### src/rtl/signal_addr_gen.sv
// Sample-address generator: walks a signal LUT address once every div_value clocks,
// with a push-button adjustable, saturating divider.
module signal_addr_gen #(
    parameter int unsigned ADDR_W   = 10,
    parameter int unsigned DIV_W    = 16,
    parameter int unsigned DIV_INIT = 1000,
    parameter int unsigned DIV_MIN  = 50,
    parameter int unsigned DIV_MAX  = 5000,
    parameter int unsigned DIV_STEP = 50
) (
    input  logic              clk,
    input  logic              rst,
    input  logic              enable,
    input  logic              sw_up,
    input  logic              sw_down,
    output logic              inc_data,
    output logic [ADDR_W-1:0] addr,
    output logic              wrap,
    output logic [DIV_W-1:0]  div_value
);

    typedef enum logic {
        IDLE,
        RUN
    } state_t;

    localparam logic [DIV_W:0] MIN_X  = (DIV_W+1)'(DIV_MIN);
    localparam logic [DIV_W:0] MAX_X  = (DIV_W+1)'(DIV_MAX);
    localparam logic [DIV_W:0] STEP_X = (DIV_W+1)'(DIV_STEP);

    state_t              state_q, state_d;
    logic [DIV_W-1:0]    cnt_q, cnt_d;
    logic [DIV_W-1:0]    div_q, div_d;
    logic [ADDR_W-1:0]   addr_q, addr_d;
    logic                inc_q, inc_d;
    logic                wrap_q, wrap_d;
    logic [DIV_W:0]      div_ext;

    always_comb begin
        state_d = state_q;
        cnt_d   = cnt_q;
        addr_d  = addr_q;
        inc_d   = 1'b0;
        wrap_d  = 1'b0;
        div_d   = div_q;
        div_ext = {1'b0, div_q};

        // One extra bit of headroom keeps both saturation compares free of wrap-around.
        if (sw_up && !sw_down) begin
            if (div_ext < MIN_X + STEP_X) div_d = DIV_W'(DIV_MIN);
            else                          div_d = DIV_W'(div_ext - STEP_X);
        end else if (sw_down && !sw_up) begin
            if (div_ext + STEP_X > MAX_X) div_d = DIV_W'(DIV_MAX);
            else                          div_d = DIV_W'(div_ext + STEP_X);
        end

        case (state_q)
            IDLE: begin
                cnt_d = '0;
                if (enable) state_d = RUN;
            end
            RUN: begin
                if (!enable) begin
                    state_d = IDLE;
                    cnt_d   = '0;
                end else if (cnt_q >= div_q - DIV_W'(1)) begin
                    // >= rather than == so a divider decrease below cnt fires next clock.
                    cnt_d  = '0;
                    inc_d  = 1'b1;
                    addr_d = addr_q + ADDR_W'(1);
                    wrap_d = &addr_q;
                end else begin
                    cnt_d = cnt_q + DIV_W'(1);
                end
            end
            default: state_d = IDLE;
        endcase
    end

    always_ff @(posedge clk) begin
        if (rst) begin
            state_q <= IDLE;
            cnt_q   <= '0;
            addr_q  <= '0;
            inc_q   <= 1'b0;
            wrap_q  <= 1'b0;
            div_q   <= DIV_W'(DIV_INIT);
        end else begin
            state_q <= state_d;
            cnt_q   <= cnt_d;
            addr_q  <= addr_d;
            inc_q   <= inc_d;
            wrap_q  <= wrap_d;
            div_q   <= div_d;
        end
    end

    assign inc_data  = inc_q;
    assign addr      = addr_q;
    assign wrap      = wrap_q;
    assign div_value = div_q;

endmodule

### config.mk
export PLATFORM = sky130hd
export DESIGN_NAME = signal_addr_gen
export DESIGN_NICKNAME = d
export VERILOG_FILES = /design/src/rtl/signal_addr_gen.sv
export SDC_FILE = /design/constraint.sdc
export NUM_CORES = 1
export LEC_CHECK = 0
export BUFFER_PORTS_ARGS = -buffer_cell sky130_fd_sc_hd__buf_2
export CAP_MARGIN = 5
export CORE_ASPECT_RATIO = 0.75
export CORE_MARGIN = 10
export CORE_UTILIZATION = 60
export DETAILED_ROUTE_END_ITERATION = 12
export PLACE_DENSITY = 0.81
export SYNTH_ARGS = -nofsm -noshare
export SYNTH_HDL_FRONTEND = slang
export SYNTH_SLANG_ARGS = --single-unit
### constraint.sdc
create_clock -name clk -period 6.45 [get_ports clk]
set_input_delay 1.29 -clock clk [delete_from_list [all_inputs] [get_ports clk]]
set_output_delay 1.29 -clock clk [all_outputs]
set_load 0.02 [all_outputs]
* Word level (Yosys, flattened, before mapping) *
Index checks and enable logic that the tools add are counted.

operators by class
  $add $sub $neg = 5
  order comparisons = 3
  muxes and demuxes = 9
  bitwise logic cells = 3
  reduce and logical (&&, ||, !) cells = 9

operator list
  kind                   number
  $mux 16                6
  $pmux 16 s2            1
  $add 16x6->17 const B  1
  $gt 17x13->1 const B   1
  $add 16x1->16 const B  1
  $ge 16x16->1           1
  $lt 16x7->1 const B    1
  $sub 16x1->16 const B  1
  $sub 16x6->16 const B  1
  $add 10x1->10 const B  1
  $reduce_and 10->1      1
  $reduce_or 4->1        1
  $not 1->1              3
  $reduce_and 3->1       1
  $reduce_or 3->1        1
  $logic_and 1x1->1      2
  $logic_not 1->1        2
  $mux 1                 2
  $reduce_bool 2->1      1

word-level totals
  flip-flop bits (word level) = 45
  input port bits = 5
  output and inout port bits = 28
  word-level logic and storage cells = 35

* Logic depth before layout (Yosys ltp) *
  depth after elaboration = 5
  gate-level depth with buffers = 16

* Worst setup path before layout *
No wires, ideal clock.

  path kind = register -> register
  start point = register div_q[3] (netlist: div_value[3])
  end point = register addr_q[1] (netlist: addr[1])
  library setup time = 0.128 ns
  data arrival time = 3.292 ns
  required time = 6.322 ns
  slack = 3.030 ns
  stages on the path, launching flop included = 17
  buffers on the path = 4
  clock period less this slack = 3.420 ns
  cells stage by stage = dfxtp_1 -> clkbuf_1 -> clkbuf_1 -> nor3_1 -> nand3b_1 -> nor2_1 -> nand2_1 -> xor2_1 -> ha_1 -> a21oi_1 -> o21ai_0 -> a21oi_1 -> a2bb2oi_1 -> clkbuf_1 -> clkbuf_1 -> mux2i_1 -> nor2_1

between the ends
  cells in the longest elaborated chain, start to end = 3

ends and longest elaborated chain
  element                            RTL line  RTL
  from (decl)                        33        logic [DIV_W-1:0] div_q, div_d;
  from (signal assigned)             87        div_q <= DIV_W'(DIV_INIT);
  from (signal assigned)             94        div_q <= div_d;
  $sub 16x1->16                      66        end else if (cnt_q >= div_q - DIV_W'(1)) begin
  $ge 16x16->1                       66
  $reduce_and 3->1 (no source line)  n/a
  to (signal assigned)               91        addr_q <= addr_d;
  to (decl)                          34        logic [ADDR_W-1:0] addr_q, addr_d;

Every way passes these cells.
A chain may end at the register's enable or synchronous reset.

* Worst setup path in the final report *
  start point = register div_q[4] (netlist: div_value[4])
  end point = register cnt_q[7]

between the ends
  cells in the longest elaborated chain, start to end = 5

ends and longest elaborated chain
  element               RTL line  RTL
  $sub 16x1->16         66
  $ge 16x16->1          66
  $mux 16               66
  $mux 16               63        if (!enable) begin
  $pmux 16 s2           57        case (state_q)
  to (signal assigned)  90        cnt_q <= cnt_d;
  to (decl)             32        logic [DIV_W-1:0] cnt_q, cnt_d;

Every way passes these cells.

==> flow_summary.yaml <==
routing:
  vias: 3223
  wl_met3_um: 871
  avgViaCountPerCell: 6.472
  postRouteAntennaNets: 0
  drc: 0
  top_layer_used: "met4"
  routed_wl_um: 8380
  drt_iter0_markers: 356
  met2WireLength_um: 3556
  wl_per_cell_um: 16.83
  drt_first_pass_iters: 6
  wirelength_met1_um: 3803
synth:
  syn_area_um2: 3219
  synth_area_leaders: "dfxtp_1 (27%), ha_1 (8.2%), nor2_1 (5.1%), a21oi_1 (4.5%), xor2_1 (4.1%)"
  synth_seq_area_share_pct: 27.36
  synth.avg_cell_area_um2: 7.702
  synth_largest_area_cell: "dfxtp_1"
  yosys.area.top_type_share_pct: 27.36
  synth.net_count: 444
  yosysWarnings: 0
  synth_ff_type: "dfxtp_1"
  synth-edff-count: 0
  synthCells: 418
  yosysUniqueCellTypes: 69
  synth_seq_cells: 44
  async_flop_share_pct: 0
sta:
  slew-limit-headroom_pct: 38.57
  setup_tns_ns: 0
  rsz0062_at_grt: "no"
  skew_ns: 0.005177
  period_needed_ns: 3.522
  worst_pin_slew_ns: 0.9153
  min_period_over_period_pct: 54.60
  fmax_mhz: 283.9
  setup_viol: 0
  hold_viol: 0
  drv_slew: 0
floorplanning:
  ios: 33
  die_area_um2: 8726
  die_h_um: 83.44
  start_util_pct: 63.91
  die_w_um: 104.6
  core_area_um2: 5037
  num_rows: 22
min_path:
  hold_path_class: "register to register"
  min_delay_worst_endpoint: "cnt_q[0]"
  hold_path_startpoint: "cnt_q[0]"
  hold_depth: 1
clock_network:
  clkLatencyLatePin_ns: 0.31
  cts_resized: 0
  root_buffer: "clkbuf_8"
  clk_pin_slew_ns: 0.08
  cts_buffers: 5
  cts_tree: "yes"
  ctsHoldBuffers: 0
  cts_max_level: 2
  post-cts-setup-buffers: 0
  clockBufferDepth: 2
  clock-sinks: 44
power:
  p_sw_share_pct: 36.60
  p_sw_mw: 0.2793
  peakVddDrop_mv: 0.1468
  power_frac_seq_pct: 44.1
  combPwrFrac_pct: 27.5
  leakage_nw: 1.332
  clock_power_share_pct: 28.4
  internal_power_mw: 0.4838
  power_density_nw_per_um2: 221.6
layout:
  area_growth_syn_to_layout_pct: 6.996
  nFillCells: 435
  finalNetCount: 451
  drive_gt1_share_pct: 10.56
  final_cell_mix: "nor2_1 (44), dfxtp_1 (44), buf_2 (31)"
  post-route-cell-area_um2: 3445
  fin_util_pct: 68.38
  diodes: 0
place:
  gp_congestion: 0.9092
  place_area_um2: 3337
  numPortBuffers: 31
  dpl.hpwl_um: 5845
critical_path:
  r2r_start: "div_value[4]"
  path_delay_family: "compound AO/OA/AOI/OAI gates"
  endpoint_kind: "register"
  arrival_ns: 3.76
  worst-path-buf-inv: 0
  path_common_cell: "a2111o_1"
  cpPeakStageDelay_ns: 0.64
  critical_path_required_ns: 6.69
  cp_max_fo: 22
  rrSetupSlack_ns: 2.93
  rr_endpoint: "cnt_q[7]"
  worstSetupPathType: "register to register"
  path_cells: "nor3_1, nand3b_1, xor2_1, ha_1, a2111o_1, a31oi_1, o21ai_1, a21o_1, a2111o_1, nor2_1"
  r2r_cells: 10
  worst_path_max_delay_cell: "a2111o_1"
  start_kind: "register"
global_route:
  antenna_found_initial: 0
  grt_pass1_vias: 2887
  grt_start_max_net_pins: 35
  grt-ovfl-total: 0
  grt_pass1_wl_um: 14110
  grt.total_usage_pct: 18.54
run:
  cap_violations: 0
run_status:
  status: "finished clean"
## power groups by stage
stage | clock network (mW) | logic, mW | registers [mW]
global route | 0.228 | 0.229 | 0.341
CTS | 0.216 | 0.205 | 0.334
detailed placement | 0 | 0.204 | 0.340
floorplan | 0 | 0.180 | 0.317
finish | 0.217 | 0.210 | 0.336
global placement | 0 | 0.199 | 0.338
## worst max path at each step
stage	from	end	slack [ns]	depth (start not counted)
final	div_value[4]	cnt_q[7]	2.93	10
after CTS	div_value[4]	cnt_q[7]	2.98	10
after detailed placement	div_value[4]	cnt_q[2]	3.01	10
after global placement	sw_down	div_value[9]	3.10	9
after floorplan	div_value[3]	addr[1]	3.03	16
after global routing	div_value[4]	addr[3]	2.57	13
## metal layers
metal / vias to the layer above / track usage, %
li1: 1544 / -
met1: 1470 / 25.95
met2: 182 / 27.40
met3: 27 / 4.321
met4: 0 / 5.432
met5: - / 0
## metrics by stage
stage                     hold slack, ns  power (mW)  cells  setup WS, ns
after floorplan                   0.4415      0.4964    418         3.030
after global placement            0.4705      0.5372    490         3.104
after detailed placement          0.4794      0.5437    490         3.008
after CTS                         0.4965      0.7554    498         2.979
after global routing              0.5177      0.7977    498         2.570
final                             0.4940      0.7632    498         2.928
## cell usage after synthesis (all sizes together), types with 3 or more instances
cell type / number
clkbuf: 27
and2: 4
buf: 5
xnor2: 14
a311o: 4
nand4: 8
xor2: 15
o32a: 4
or3: 15
a21o: 3
nor3: 13
nand3: 24
or4: 4
and3: 11
dfxtp: 44
nor2: 44
nand4b: 3
nor4: 3
a21oi: 29
inv: 11
ha: 21
nand2: 27
o21ai: 26
nand2b: 6
## worst register-to-register path: cells and delay by family (launching register included)
family	cells	cell delay (ns)
simple gates	3	1.00
flops	1	0.55
compound gates	5	1.48
fa+ha+maj	1	0.23
xor+xnor	1	0.18
## area by class of cell
type / count / area (um^2) / share of cell area, %
multi-input combinational: 331 / 2162 / 62.77
timing repair buffer: 32 / 162.7 / 4.722
inverter: 11 / 41.29 / 1.199
tap: 72 / 90.09 / 2.615
clock buffer: 6 / 72.57 / 2.107
clock inverter: 2 / 35.03 / 1.017
sequential: 44 / 880.8 / 25.57
## cells by family (layout without fill, tap and decap cells)
group,Yosys count,count (layout),share of synthesized area (%)
buf+inv,43,51,5.480
fa+ha+maj,21,21,8.162
flops,44,44,27.36
compound gates,103,103,21.57
mux,4,4,1.321
xor+xnor,29,29,7.890
other cells,1,1,0.1165
simple gates,173,173,28.10
## state kept, by name (all words and copies together), names as in the netlist
name / cells
div_value: 15
addr: 10
inc_data: 1
state_q: 1
wrap: 1
cnt_q: 16
Power figures use the tool's default switching activity.
